File: config.mk
export PLATFORM = sky130hd
export DESIGN_NAME = zir_capture_sequencer
export DESIGN_NICKNAME = d
export VERILOG_FILES = /design/src/rtl/zir_capture_sequencer.sv
export SDC_FILE = /design/constraint.sdc
export NUM_CORES = 1
export LEC_CHECK = 0
export ABC_CLOCK_PERIOD_IN_PS = 3400
export BUFFER_PORTS_ARGS = -buffer_cell sky130_fd_sc_hd__buf_4
export CORE_UTILIZATION = 50
export CTS_BUF_LIST = sky130_fd_sc_hd__clkbuf_4
export DETAILED_ROUTE_END_ITERATION = 12
export PLACE_DENSITY = 0.68
export SLEW_MARGIN = 20
export SYNTH_ARGS = -nofsm -noshare
export SYNTH_HDL_FRONTEND = slang
export SYNTH_SLANG_ARGS = --single-unit
export TNS_END_PERCENT = 50
File: constraint.sdc
create_clock -name clk_48MHz_Global -period 3.4 [get_ports clk_48MHz_Global]
set_input_delay 0.51 -clock clk_48MHz_Global [delete_from_list [all_inputs] [get_ports clk_48MHz_Global]]
set_output_delay 0.51 -clock clk_48MHz_Global [all_outputs]
set_load 0.03 [all_outputs]
File: src/rtl/zir_capture_sequencer.sv
// zir_capture_sequencer: power-up delay, N-frame capture burst, Wr_Done handshake and upload re-arm,
// with frame watchdog, burst counter and a free-running simulated pixel clock.
module zir_capture_sequencer #(
    parameter int POR_DELAY_CYC     = 48000000,
    parameter int FRAMES_PER_BURST  = 2,
    parameter int DONE_PULSE_CYC    = 6,
    parameter int FRAME_TIMEOUT_CYC = 4800000,
    parameter int PCLK_DIV          = 5
) (
    input  logic                                  clk_48MHz_Global,
    input  logic                                  rst_n,
    input  logic                                  iContinuous,
    input  logic                                  iWr_Frame_Done,
    input  logic                                  iUpload_Done,
    output logic                                  oCapture_En,
    output logic                                  oDDRWriter_En,
    output logic                                  oWr_Done,
    output logic                                  oTimeout,
    output logic [15:0]                           oBurst_Cnt,
    output logic [$clog2(FRAMES_PER_BURST+1)-1:0] oFrame_Idx,
    output logic                                  oPCLK_Sim
);
    localparam int POR_W = POR_DELAY_CYC > 1 ? $clog2(POR_DELAY_CYC) : 1;
    localparam int WD_W  = FRAME_TIMEOUT_CYC > 1 ? $clog2(FRAME_TIMEOUT_CYC) : 1;
    localparam int DN_W  = DONE_PULSE_CYC > 1 ? $clog2(DONE_PULSE_CYC) : 1;
    localparam int PD_W  = PCLK_DIV > 1 ? $clog2(PCLK_DIV) : 1;
    localparam int FI_W  = $clog2(FRAMES_PER_BURST + 1);
    localparam logic [POR_W-1:0] POR_LAST = POR_W'(POR_DELAY_CYC - 1);
    localparam logic [WD_W-1:0]  WD_LAST  = WD_W'(FRAME_TIMEOUT_CYC == 0 ? 0 : FRAME_TIMEOUT_CYC - 1);
    localparam logic [DN_W-1:0]  DN_LAST  = DN_W'(DONE_PULSE_CYC - 1);
    localparam logic [PD_W-1:0]  PD_LAST  = PD_W'(PCLK_DIV - 1);
    localparam logic [FI_W-1:0]  FI_LAST  = FI_W'(FRAMES_PER_BURST - 1);
    localparam logic             WD_ON    = FRAME_TIMEOUT_CYC != 0;

    typedef enum logic [1:0] {S_POR, S_CAPT, S_DONE, S_WAIT} state_t;

    state_t            state_q, state_d;
    logic [POR_W-1:0]  por_q, por_d;
    logic [WD_W-1:0]   wd_q, wd_d;
    logic [DN_W-1:0]   done_q, done_d;
    logic [PD_W-1:0]   pdiv_q, pdiv_d;
    logic [FI_W-1:0]   idx_q, idx_d;
    logic [15:0]       burst_q, burst_d;
    logic              tmo_q, tmo_d, pclk_q, pclk_d;
    logic              frame_prev_q, upl_prev_q;
    logic              frame_evt, upl_evt;

    assign frame_evt = iWr_Frame_Done & ~frame_prev_q;
    assign upl_evt   = iUpload_Done & ~upl_prev_q;

    always_comb begin
        state_d = state_q;
        por_d   = por_q;
        wd_d    = '0;
        done_d  = '0;
        idx_d   = idx_q;
        burst_d = burst_q;
        tmo_d   = tmo_q;
        pdiv_d  = pdiv_q == PD_LAST ? '0 : pdiv_q + 1'b1;
        pclk_d  = pclk_q ^ (pdiv_q == PD_LAST);
        case (state_q)
            S_POR: begin
                if (por_q == POR_LAST) state_d = S_CAPT;
                else por_d = por_q + 1'b1;
            end
            S_CAPT: begin
                // a frame edge takes priority over a simultaneous watchdog expiry
                if (frame_evt) begin
                    idx_d = idx_q + 1'b1;
                    if (idx_q == FI_LAST) state_d = S_DONE;
                end else if (WD_ON && wd_q == WD_LAST) begin
                    tmo_d   = 1'b1;
                    state_d = S_WAIT;
                end else begin
                    wd_d = wd_q + 1'b1;
                end
            end
            S_DONE: begin
                if (done_q == DN_LAST) begin
                    state_d = S_WAIT;
                    burst_d = burst_q + 1'b1;
                end else begin
                    done_d = done_q + 1'b1;
                end
            end
            S_WAIT: begin
                if (upl_evt && iContinuous) begin
                    idx_d   = '0;
                    tmo_d   = 1'b0;
                    state_d = S_CAPT;
                end
            end
            default: state_d = S_POR;
        endcase
    end

    always_ff @(posedge clk_48MHz_Global or negedge rst_n) begin
        if (!rst_n) begin
            state_q      <= S_POR;
            por_q        <= '0;
            wd_q         <= '0;
            done_q       <= '0;
            pdiv_q       <= '0;
            idx_q        <= '0;
            burst_q      <= '0;
            tmo_q        <= 1'b0;
            pclk_q       <= 1'b0;
            frame_prev_q <= 1'b0;
            upl_prev_q   <= 1'b0;
        end else begin
            state_q      <= state_d;
            por_q        <= por_d;
            wd_q         <= wd_d;
            done_q       <= done_d;
            pdiv_q       <= pdiv_d;
            idx_q        <= idx_d;
            burst_q      <= burst_d;
            tmo_q        <= tmo_d;
            pclk_q       <= pclk_d;
            frame_prev_q <= iWr_Frame_Done;
            upl_prev_q   <= iUpload_Done;
        end
    end

    assign oCapture_En   = state_q == S_CAPT;
    assign oDDRWriter_En = state_q == S_CAPT;
    assign oWr_Done      = state_q == S_DONE;
    assign oTimeout      = tmo_q;
    assign oBurst_Cnt    = burst_q;
    assign oFrame_Idx    = idx_q;
    assign oPCLK_Sim     = pclk_q;
endmodule

# After elaboration in Yosys (flattened, before gate mapping)
# Index checks and enable logic that the tools add are counted.
[classes]
add_sub_neg = 6
eq_ne = 16
mux = 20
bitwise_logic = 6
n_reduce_logical = 8
[ops]
columns = ["cell", "n"]
rows = [
  ["two-way mux 23 bit", 3],
  ["adder 26 x 1 -> 26 bit (second input constant)", 1],
  ["== test 26 bit (second input constant)", 1],
  ["adder 23 x 1 -> 23 bit (second input constant)", 1],
  ["== test 23 bit (second input constant)", 1],
  ["adder 16 x 1 -> 16 bit (second input constant)", 1],
  ["two-way mux 2 bit", 8],
  ["two-way mux 3 bit", 3],
  ["one-hot mux 2 bit (4 select lines)", 1],
  ["adder 3 x 1 -> 3 bit (second input constant)", 2],
  ["== test 3 bit (second input constant)", 2],
  ["inequality test 2 x 1 -> 1 bit (second input constant)", 3],
  ["inequality test 2 bit (second input constant)", 3],
  ["AND reduction 5 bit", 1],
  ["== test 2 x 1 -> 1 bit (second input constant)", 2],
  ["== test 2 bit (second input constant)", 2],
  ["one-hot mux 2 bit (2 select lines)", 1],
  ["AND reduction 2 bit", 2],
  ["AND reduction 4 bit", 1],
  ["two-way mux 1 bit", 3],
  ["inequality test 3 x 1 -> 1 bit (second input constant)", 1],
  ["inequality test 3 x 2 -> 1 bit (second input constant)", 1],
  ["inverter 1 bit", 3],
  ["AND reduction 3 bit", 1],
  ["other kinds (7)", 8],
]
[word_totals]
ff_bits = 79
out_inout_bits = 23
word_cells = 67

# Logic depth before layout (Yosys ltp)
[logic_depth]
depth_word = 5
ltp_mapped = 9

# Worst setup path after synthesis
# No wires, ideal clock.
[synth_timing]
path_type = "register to register"
from = "register state_q[0]"
to = "register burst_q[10], in the netlist oBurst_Cnt[10]"
setup_time_ns = 0.080
t_arrival_ns = 2.079
setup_slack_ns = 1.241
path_stages_with_launch = 10
n_path_buf = 2
period_less_slack_ns = 2.159
cell_sequence = "dfrtp_1 -> inv_1 -> ha_1 -> and4b_1 -> clkbuf_1 -> and4_1 -> clkbuf_1 -> nand3_1 -> nor2_1 -> xor2_1"
[synth_between]
elab_chain_len = 2
[synth_lines]
columns = ["item", "line_no", "rtl"]
rows = [
  ["from (decl)", "37", "state_t state_q, state_d;"],
  ["from (signal assigned)", "111", "state_q <= state_d;"],
  ["== test 2 bit", "--", ""],
  ["named net oWr_Done", "17", "output logic oWr_Done,"],
  ["AND reduction 2 bit (no line)", "--", ""],
  ["to (signal assigned)", "117", "burst_q <= burst_d;"],
  ["to (decl)", "43", "logic [15:0] burst_q, burst_d;"],
]
# The timed path passes the listed nets, and every way through them passes these cells.
# A chain may end at the register's enable or synchronous reset.

# Worst setup path after layout
[layout_timing]
from = "register wd_q[20]"
to = "register wd_q[18]"
[layout_between]
elab_chain_len = 4
[layout_lines]
columns = ["item", "line_no", "rtl"]
rows = [
  ["from (decl)", "39", "logic [WD_W-1:0] wd_q, wd_d;"],
  ["from (signal assigned)", "113", "wd_q <= wd_d;"],
  ["== test 23 bit", "71", "end else if (WD_ON && wd_q == WD_LAST) begin"],
  ["two-way mux 23 bit", "71", ""],
  ["two-way mux 23 bit", "68", "if (frame_evt) begin"],
  ["two-way mux 23 bit", "61", "case (state_q)"],
  ["named net wd_d[18]", "39", ""],
]
# The timed path passes the listed nets, and every way through them passes these cells.

==> impl_results.md <==
- Number of synthesized flops with an enable pin: 0
- Worst skew pair latency: 0.43 ns
- First-pass GRT wire length: 11200 um
- Post_cts resized: 0
- Flops & latches, synth: 79
- Die width: 88.8 um
- GR Util All Layers: 18.6%
- Yosys warns: 0
- Register area share after synthesis: 52.4%
- # diodes: 0
- Primary FF master, synth: dfrtp_1
- Synthesized area: 3770 sq um
- RSZ-0062 raised after global routing: false
- Crit end category: register
- Initial antenna violation count: 0
- Post-Syn Nets: 372
- Yosys top cell by area: dfrtp_1
- Worst r2r path cells: 5
- Crit path kind: reg2reg
- CP Launch Type: register
- Tcrit/Tclk final: 75.1%
- Slew @ Worst Pin: 0.685 ns
- Max-slew violation count: 0
- Placed cell area: 4050 sq um
- Tmin final: 2.55 ns
- Final Non-Filler Cells: 488
- HPWL after detailed placement: 4620 um
- Worst path top cell family by delay: simple AND/OR/NAND/NOR gates
- Vias: 2623
- Most common cell in the synthesized netlist: dfrtp_1
- Root buf cell: clkbuf_4
- FFs w/ async S/R, synth: 100%
- Max H-tree Level: 3
- Number of instances in the placed design: 472
- Synth cell types: 44
- R2r endpoint: wd_q[18]$_DFF_PN0_
- Fmax: 0.392 GHz
- Worst reg2reg setup slack: 0.85 ns
- Placer Congestion: 0.774
- CTS tree: built
- Port buffer count: 27
- Pre-CTS setup slack: 0.858 ns
- Fin worst setup slack: 0.847 ns
- Final Net Count: 399
- Syn Area/Cell: 10.6 sq um
- Antenna viol nets, final: 0
- Post-layout util: 58.4%
- Total power: 1.68 mW
- Cts hold-fix bufs: 0
- Max-slew headroom: 54.0%
- Initial core utilization: 52.0%
- Vias per inst: 5.38
- Synth area leaders: dfrtp_1 52%, xnor2_1 12%, nor2_1 3.8%
- CP Launch Point: wd_q[20]$_DFF_PN0_
- Ports: 28
- CTS buffer count: 9
- Clock buffer depth: 2
- Critical Path AT: 2.83 ns
- Peak VDD IR: 0.000203 V
- Pleak: 1.80 nW
- Pwr Density: 397 nW/um^2
- Avg WL per Cell: 13.7 um
- Final WL: 6710 um
- Critical Path Sink: wd_q[18]$_DFF_PN0_
- Commonest cells in the netlist: 79 x dfrtp_1, 50 x xnor2_1, 38 x nor2_1, 25 x nand3_1, 24 x nand2_1
- Status: finished clean
- Clk slew on worst S/H paths: 0.13 ns
- Critical path depth: 5
- Design Area, Final: 4240 sq um
- Setup Skew: 0.0185 ns
- Setup tns final: 0 ns
- Crit Reg-Reg Startpoint: wd_q[20]$_DFF_PN0_
- Vias in the first global route: 2472
- Synth-to-layout area growth: 12.4%
- Setup Buffers After CTS: 0
- Crit path required time: 3.68 ns
- Core Area: 7250 sq um
- Die H: 88.8 um
- First-pass iteration count of the detailed router: 4
- Minimum hold slack: 0.0911 ns
- Post-Synthesis Cells: 357
- GRT overflow: 0
- Post-synth top area share: 52.4%
- Final Hold Vio Count: 0
- Drc violations: 0
- Crit Path Max Fanout: 21
- Final setup fails: 0
- Critical Path Max Stage Delay: 0.55 ns
- Row count: 31
- Type of the most critical hold path: in2async
- Slowest-stage cell, CP: or2_1
- Total of max-cap violations: 0
- DIE AREA: 7890 sq um
- Clk sink count: 79
- Share of layout cells above drive strength 1: 12.3%
- 1st-iter DRT viols: 133
- Largest net degree at the start of global routing: 80
- CP cell instances: or4_1, nor4_1, and2_1, or2_1, nor2_1
- CP bufs+invs: 0
## registers in the layout, summed over array words and instances, names as in the netlist
name          count
frame_prev_q      1
wd_q             23
oPCLK_Sim         1
oTimeout          1
oBurst_Cnt       16
upl_prev_q        1
state_q           2
done_q            3
por_q            26
oFrame_Idx        2
pdiv_q            3
## final cells by class
| class | count | area [sq um] |
|---|---|---|
| well taps | 99 | 124 |
| clock inverters | 7 | 119 |
| repair buffers | 27 | 206 |
| multi-input cells | 253 | 1690 |
| flip-flops and latches | 79 | 1980 |
| fillers | 635 | 3010 |
| inverters | 14 | 52.6 |
| clock buffers | 9 | 67.6 |
## worst min-delay path by stage
stage,to,start,slack (ns),cells after the start
floorplan,done_q[0]$_DFF_PN0_,rst_n,0.21,0
global placement,pdiv_q[0]$_DFF_PN0_,pdiv_q[0]$_DFF_PN0_,0.44,1
detailed placement,por_q[25]$_DFFE_PN0P_,por_q[25]$_DFFE_PN0P_,0.46,1
CTS,frame_prev_q$_DFF_PN0_,iWr_Frame_Done,0.18,1
global route,oBurst_Cnt[7]$_DFFE_PN0P_,rst_n,0.15,1
finish,pdiv_q[0]$_DFF_PN0_,rst_n,0.09,1
## layer usage
metal / wire [um] / up-vias / global-route usage [%]
li1: - / 1274 / -
met1: 3140 / 1275 / 24.6
met2: 3160 / 63 / 29.8
met3: 274 / 11 / 3.26
met4: 131 / 0 / 9.09
met5: 0 / - / 0
## worst reg2reg max path: cells and delay by family, from the launching register on
family        cells  cell delay (ns)
flops             1             0.43
simple gates      5             1.99
## layout by cell type, fill, tap and decap left out, types with 4 or more instances in the layout
cell type / count
and3_1: 9
and4_1: 5
buf_4: 26
clkbuf_4: 9
dfrtp_1: 79
ha_1: 10
inv_1: 14
nand2_1: 24
nand3_1: 25
nand4_1: 22
nor2_1: 38
nor2b_1: 4
nor3_1: 8
xnor2_1: 50
xor2_1: 12
## logic make-up (layout without fill, tap and decap cells)
family | after synthesis | count (layout) | share of synthesized area [%]
compound gates | 14 | 14 | 2.52
simple gates | 162 | 162 | 23.2
flops | 79 | 79 | 52.4
xor+xnor | 62 | 62 | 14.4
fa+ha+maj | 10 | 10 | 3.32
buf+inv | 25 | 57 | 2.66
mux | 5 | 5 | 1.43
## report_power, final
group / leakage [nW] / switching [mW] / internal, mW
registers: 1.07 / 0.00170 / 0.942
logic: 0.639 / 0.0230 / 0.00657
clock network: 0.0946 / 0.335 / 0.375
Note: power is estimated with default switching activity, not from simulation.
